[config.mk]
export PLATFORM = sky130hd
export DESIGN_NAME = accum_ctrl
export DESIGN_NICKNAME = d
export VERILOG_FILES = /design/src/rtl/accum_ctrl.sv
export SDC_FILE = /design/constraint.sdc
export NUM_CORES = 1
export LEC_CHECK = 0
export BUFFER_PORTS_ARGS = -buffer_cell sky130_fd_sc_hd__clkbuf_2
export CAP_MARGIN = 20
export CORE_ASPECT_RATIO = 0.6
export CORE_MARGIN = 8
export CORE_UTILIZATION = 40
export CTS_CLUSTER_DIAMETER = 200
export DETAILED_ROUTE_END_ITERATION = 8
export MAX_ROUTING_LAYER = met4
export PLACE_DENSITY_LB_ADDON = 0.3
export SETUP_SLACK_MARGIN = 0.15
export SYNTH_ARGS = -nofsm -noshare
export SYNTH_HDL_FRONTEND = slang
export SYNTH_SLANG_ARGS = --single-unit
export TNS_END_PERCENT = 30
[constraint.sdc]
create_clock -name clk -period 7.2 [get_ports clk]
set_input_delay 1.8 -clock clk [delete_from_list [all_inputs] [get_ports clk]]
set_output_delay 1.8 -clock clk [all_outputs]
set_load 0.01 [all_outputs]
[src/rtl/accum_ctrl.sv]
// accum_ctrl: job sequencer for one windowed accumulator unit.
// Latches a job configuration, fires a one-cycle run into the unit, mirrors
// the unit's window counter to find each window end, and captures the window
// sum onto a valid/ready result port.
// Ports:
//   clk, rst_n                     clock, async active-low reset
//   start, abort                   job control pulses
//   cfg_duty, cfg_delay0, cfg_nwin job configuration (latched on start)
//   acc_run, acc_running           unit control
//   acc_duty, acc_delay0           latched unit configuration
//   acc_out                        unit window sum
//   res_data, res_valid, res_ready result port
//   busy, done, err_cfg, overflow  status
//   win_cnt                        windows completed in current job
module accum_ctrl #(
  parameter int unsigned DATA_W = 32,
  parameter int unsigned CFG_W  = 7,
  parameter int unsigned CNT_W  = 16
) (
  input  logic              clk,
  input  logic              rst_n,
  input  logic              start,
  input  logic              abort,
  input  logic [CFG_W-1:0]  cfg_duty,
  input  logic [CFG_W-1:0]  cfg_delay0,
  input  logic [CNT_W-1:0]  cfg_nwin,
  output logic              acc_run,
  output logic              acc_running,
  output logic [CFG_W-1:0]  acc_duty,
  output logic [CFG_W-1:0]  acc_delay0,
  input  logic [DATA_W-1:0] acc_out,
  output logic [DATA_W-1:0] res_data,
  output logic              res_valid,
  input  logic              res_ready,
  output logic              busy,
  output logic              done,
  output logic              err_cfg,
  output logic              overflow,
  output logic [CNT_W-1:0]  win_cnt
);

  typedef enum logic [1:0] {IDLE, ARM, RUN, DONE} state_t;

  state_t             state_q, state_d;
  logic [CFG_W-1:0]   mirror_q, mirror_d;
  logic               working_q, working_d;
  logic [CNT_W-1:0]   nwin_q, nwin_d;
  logic [CFG_W-1:0]   duty_d, delay0_d;
  logic [DATA_W-1:0]  res_data_d;
  logic               res_valid_d;
  logic               err_cfg_d;
  logic               overflow_d;
  logic [CNT_W-1:0]   win_cnt_d;
  logic               win_end;
  logic               busy_d;

  // Next-state and next-output logic.
  always_comb begin
    state_d     = state_q;
    mirror_d    = mirror_q;
    working_d   = working_q;
    nwin_d      = nwin_q;
    duty_d      = acc_duty;
    delay0_d    = acc_delay0;
    res_data_d  = res_data;
    res_valid_d = res_valid;
    err_cfg_d   = err_cfg;
    overflow_d  = overflow;
    win_cnt_d   = win_cnt;
    win_end     = 1'b0;

    // Mirror of the unit's delay/window counter; the unit reloads on run.
    if (state_q == ARM) begin
      mirror_d  = acc_delay0;
      working_d = 1'b0;
    end else if (mirror_q != '0) begin
      mirror_d = mirror_q - CFG_W'(1);
    end else begin
      mirror_d  = acc_duty;
      working_d = 1'b1;
    end

    // Accepted result retires unless a new window end replaces it below.
    if (res_valid && res_ready) begin
      res_valid_d = 1'b0;
    end

    case (state_q)
      IDLE: begin
        if (start) begin
          if (cfg_duty != '0) begin
            duty_d      = cfg_duty;
            delay0_d    = cfg_delay0;
            nwin_d      = cfg_nwin;
            win_cnt_d   = '0;
            overflow_d  = 1'b0;
            err_cfg_d   = 1'b0;
            res_valid_d = 1'b0;
            state_d     = ARM;
          end else begin
            err_cfg_d = 1'b1;
          end
        end
      end
      ARM: begin
        state_d = abort ? IDLE : RUN;
        if (abort) res_valid_d = 1'b0;
      end
      RUN: begin
        if (abort) begin
          // Abort wins over a coincident window end.
          state_d     = IDLE;
          res_valid_d = 1'b0;
        end else begin
          win_end = (mirror_q == '0) && working_q;
          if (win_end) begin
            if (!res_valid || res_ready) begin
              res_data_d  = acc_out;
              res_valid_d = 1'b1;
            end else begin
              overflow_d = 1'b1;
            end
            win_cnt_d = win_cnt + CNT_W'(1);
            if ((nwin_q != '0) && (win_cnt_d == nwin_q)) begin
              state_d = DONE;
            end
          end
        end
      end
      DONE: state_d = IDLE;
      default: state_d = IDLE;
    endcase

    busy_d = (state_d == ARM) || (state_d == RUN);
  end

  // State and registered outputs.
  always_ff @(posedge clk or negedge rst_n) begin
    if (!rst_n) begin
      state_q     <= IDLE;
      mirror_q    <= '0;
      working_q   <= 1'b0;
      nwin_q      <= '0;
      acc_run     <= 1'b0;
      acc_running <= 1'b0;
      acc_duty    <= '0;
      acc_delay0  <= '0;
      res_data    <= '0;
      res_valid   <= 1'b0;
      busy        <= 1'b0;
      done        <= 1'b0;
      err_cfg     <= 1'b0;
      overflow    <= 1'b0;
      win_cnt     <= '0;
    end else begin
      state_q     <= state_d;
      mirror_q    <= mirror_d;
      working_q   <= working_d;
      nwin_q      <= nwin_d;
      acc_run     <= (state_d == ARM);
      acc_running <= busy_d;
      acc_duty    <= duty_d;
      acc_delay0  <= delay0_d;
      res_data    <= res_data_d;
      res_valid   <= res_valid_d;
      busy        <= busy_d;
      done        <= (state_d == DONE);
      err_cfg     <= err_cfg_d;
      overflow    <= overflow_d;
      win_cnt     <= win_cnt_d;
    end
  end

endmodule

## Yosys cells after proc, flatten, opt, wreduce, memory -nomap -nowiden

Cells that the tools add are included.

| word-level totals | value |
|---|---|
| register bits after elaboration | 94 |
| output and inout port bits | 69 |
| word-level logic and storage cells | 78 |

| cells by class | value |
|---|---|
| equal/unequal tests | 13 |
| bitwise logic cells | 1 |
| add/sub/neg operators | 2 |
| multiplexer cells | 31 |
| reductions and logical operators | 17 |

Operators by type and width:

| operator | count |
|---|---|
| $mux W16 | 4 |
| $pmux W16 S2 | 1 |
| $add A16 B1 Y16 const B | 1 |
| $eq A16 B16 Y1 | 1 |
| $reduce_bool A16 Y1 | 1 |
| $mux W1 | 15 |
| $mux W7 | 2 |
| $reduce_bool A7 Y1 | 2 |
| $mux W2 | 6 |
| $ne A2 B2 Y1 const B | 6 |
| $eq A2 B2 Y1 const B | 4 |
| $pmux W2 S4 | 1 |
| $logic_not A7 Y1 | 1 |
| $sub A7 B1 Y7 const B | 1 |
| $reduce_and A6 Y1 | 1 |
| $reduce_and A5 Y1 | 1 |
| $eq A2 B1 Y1 const B | 2 |
| $reduce_and A4 Y1 | 1 |
| $logic_and A1 B1 Y1 | 3 |
| $pmux W1 S3 | 1 |
| $reduce_and A3 Y1 | 1 |
| $logic_not A2 Y1 | 1 |
| $logic_or A1 B1 Y1 | 2 |
| $pmux W1 S2 | 1 |
| other kinds (4) | 4 |

## Depth between registers and ports, before layout

| logic depth | value |
|---|---|
| word-level depth | 9 |
| depth in mapped cells | 9 |
| depth with buffers taken out | 9 |

## Least setup slack after synthesis

Ideal clock, no wire load.

| timing | value |
|---|---|
| path type | input to register |
| start point | input port cfg_duty[1] |
| end point | register busy |
| stages on the path | 8 |
| arrival | 3431 ps |
| library setup time | 113 ps |
| buffers on the path | 2 |
| path slack | 3656 ps |
| cell sequence | or4_1 > o41ai_1 > or3_1 > buf_2 > buf_4 > o31ai_4 > ha_1 > inv_1 |

| on the way | value |
|---|---|
| word-level cells in the longest chain between the ends | 6 |
| elaborated cells on any way between the ends | 7 |
| classes of those cells | eq/ne: 2; mux: 3; reduce/logical: 2 |

Ends and longest elaborated chain:

| what | RTL line | RTL |
|---|---|---|
| start: declaration | 24 | `input logic [CFG_W-1:0] cfg_duty,` |
| $reduce_bool A7 Y1 (*) | 91 | `if (cfg_duty != '0) begin` |
| $mux W2 (*) | 91 |  |
| $mux W2 (*) | 90 | `if (start) begin` |
| $pmux W2 S4 (*) | 88 | `case (state_q)` |
| named net state_d[0] | 44 | `state_t state_q, state_d;` |
| $eq A2 B1 Y1 / $eq A2 B2 Y1 (equally long branches) | 134 | `busy_d = (state_d == ARM) \|\| (state_d == RUN);` |
| $logic_or A1 B1 Y1 (*) | 134 |  |
| named net busy_d | 55 | `logic busy_d;` |
| end signal: assignment | 166 | `busy <= busy_d;` |
| end: declaration | 35 | `output logic busy,` |

The timed path passes the listed nets; every way through them passes the cells marked *.
A chain may end at the register's enable or synchronous reset.

## Final worst setup path

Ends and elaborated chain as after synthesis.

==> summary.md <==
| Metric | Value |
|---|---|
| Comb pwr share | 19.2% |
| Max_cap viols | 0 |
| Synth Warn # | 0 |
| CP cell instances | clkbuf_2 -> or4_1 -> o41ai_1 -> or3_1 -> buf_4 -> o31ai_4 -> ha_1 -> inv_1 |
| Crit end category | register |
| Top post-synthesis cells by area | dfrtp_1 53%, mux2_2 15%, o21ai_0 2.9%, xnor2_1 2.4%, nand2_1 2.1% |
| Crit path time final | 3890 ps |
| Worst-Margin Slew | 806 ps |
| CTS root buffer | clkbuf_16 |
| Total CTS buffers | 9 |
| Placed instance area | 5260 sq um |
| Cts hold-fix bufs | 0 |
| Post-CTS setup buffers | 0 |
| Synthesized flop and latch total | 94 |
| Finished Cell Area | 5590 sq um |
| Core region area | 11100 sq um |
| Part of the Yosys area used for sequential elements | 52.6% |
| First-pass GRT wire length | 19500 um |
| Slowest cell delay on critical path | 570 ps |
| Vias in the first global route | 3658 |
| Vias | 3545 |
| Relative slew slack | 46.3% |
| Slowest cell on crit path | or4_1 |
| Die Footprint | 14900 sq um |
| Leakage | 2.66 nW |
| Yosys top cell by area | dfrtp_1 |
| Hold WC Path Type | register to register |
| RSZ-0062 raised after global routing | false |
| Post-DP HPWL | 8900 um |
| Share of cells above drive strength 1 | 42.3% |
| IO Port Bufs | 135 |
| Max clock buf depth | 2 |
| Grt total ovfl | 0 |
| Setup ws final | 3310 ps |
| Clock Power Share | 35.1% |
| WP data required | 7440 ps |
| Switch share | 29.0% |
| Antenna Nets Post-Route | 0 |
| Max-slew violations | 0 |
| DRC | 0 |
| Mapped Nets | 463 |
| Synthesis-to-finish area growth | 25.0% |
| Unique cell type count in the Yosys netlist | 52 |
| Top-area cell type share of the netlist area | 52.6% |
| Seq pwr share | 45.7% |
| Worst-path fanout max | 24 |
| Routed wire length per instance | 17.6 um |
| PwrDens | 268 nW/um^2 |
| Final net count | 589 |
| Die Span Y | 97.9 um |
| P_int | 0.00106 W |
| Worst-skew pair later-pin latency | 340 ps |
| FP Rows | 30 |
| Count leader, synth | dfrtp_1 |
| CTS tree | done |
| Largest net degree at the start of global routing | 63 |
| Pre-CTS setup slack | 2940 ps |
| Io pins | 136 |
| Synth Cell Area | 4470 sq um |
| Initial core utilization | 40.2% |
| Post-synth top cells | 94 x dfrtp_1, 60 x mux2_2, 26 x o21ai_0, 25 x nand2_1, 24 x nor2_1 |
| Final cycle utilization of the critical path | 54.1% |
| Endpoints failing setup | 0 |
| Main synth FF type | dfrtp_1 |
| Post-layout util | 50.3% |
| Setup tns final | 0 ps |
| Status | completed |
| Initial antenna violation count | 0 |
| Aggregate global-route resource usage | 16.6% |
| Drt initial violations | 165 |
| Die width | 152 um |
| Synth Area per Inst | 11.4 sq um |
| Mapped Cells | 392 |
| FFs w/ async S/R, synth | 100% |
| DRT Pass-1 Iters | 4 |
| Post-synth EDFFs | 0 |
| Crit start category | primary input |
| DR vias/cell | 5.31 |
| Sw Pwr | 0.000434 W |
| FMAX | 257 MHz |
| Clk slew on worst S/H paths | 70 ps |
| Reg2reg setup slack | 4160 ps |
| Setup Skew | 4.47 ps |
| N_diodes | 0 |
| Final WL | 11800 um |
| PostCTS Resize Cnt | 0 |
| RePlAce Congestion | 0.859 |
| WS Path Type | primary input to register |
| Hold Fails Final Rpt | 0 |
| H-tree depth | 3 |
| Maximum VDD drop | 0.132 mV |
| Num Clock Sinks | 94 |
| Worst Path Arrival | 4140 ps |
-- metrics by stage --
| stage | cells | power [W] | hold slack (ps) |
|---|---|---|---|
| after floorplan | 392 | 0.000863 | 463 |
| after global placement | 650 | 0.000971 | 476 |
| after detailed placement | 651 | 0.000982 | 485 |
| after CTS | 667 | 0.00151 | 508 |
| after global routing | 667 | 0.00158 | 523 |
| final | 667 | 0.00149 | 501 |
-- worst max-delay path, delay by kind of cell --
kind / cells / cell delay (ps)
simple gates: 2 / 1020
compound gates: 2 / 480
buf+inv: 3 / 520
fa+ha+maj: 1 / 300
-- path summary, 6_finish.rpt --
check	endpoint	cells after the start	startpoint
max reg2reg	busy	9	mirror_q[0]
min reg2reg	res_data[19]	1	res_data[19]
min in group asynchronous	res_data[10]	1	rst_n
max in group asynchronous	nwin_q[11]	2	rst_n
max	busy	8	cfg_duty[1]
min	res_data[19]	1	res_data[19]
-- power groups by stage --
| stage | registers (W) | logic [W] | clock network, W |
|---|---|---|---|
| final | 0.000683 | 0.000287 | 0.000524 |
| after global routing | 0.000696 | 0.000323 | 0.000561 |
| after CTS | 0.000683 | 0.000291 | 0.000540 |
| after detailed placement | 0.000693 | 0.000289 | 0 |
| after global placement | 0.000690 | 0.000281 | 0 |
| after floorplan | 0.000685 | 0.000178 | 0 |
-- logic make-up after synthesis --
| kind of cell | share of synthesized area (%) |
|---|---|
| simple gates | 12.5 |
| flops | 52.6 |
| compound gates | 11.3 |
| mux | 15.6 |
| buf+inv | 2.86 |
| xor+xnor | 3.92 |
| fa+ha+maj | 1.12 |
-- metal layers --
metal	share of wire [%]	track usage, %	vias up
li1	-	-	1672
met1	49	22.9	1706
met2	41	22.8	160
met3	8.6	5.64	7
met4	0.70	4.39	0
met5	0	-	-
-- layout make-up --
class / instances / area [sq um]
clock buffers: 9 / 225
clock inverters: 7 / 104
fillers: 994 / 5530
inverters: 6 / 22.5
multi-input cells: 268 / 1990
flip-flops and latches: 94 / 2350
well taps: 144 / 180
repair buffers: 139 / 712
-- registers in the layout, summed over array words and instances (netlist names), 2 cells and up --
register and flops:
res_data 32, nwin_q 16, win_cnt 16, acc_delay0 7, acc_duty 7, mirror_q 7, state_q 2
-- cells in the final DEF, fill, tap and decap left out, drive strengths merged, types with 4 or more instances in the layout --
cell type  count
xor2           8
nand3          9
a31oi          5
a21oi         13
xnor2         12
nor3           7
clkbuf       143
nand4          4
nand2b         5
mux2          62
o31ai          9
dfrtp         94
nor4          10
nor2          24
inv            9
ha             4
buf            5
nand2         26
o21ai         29
(Power assumes the default switching activity.)
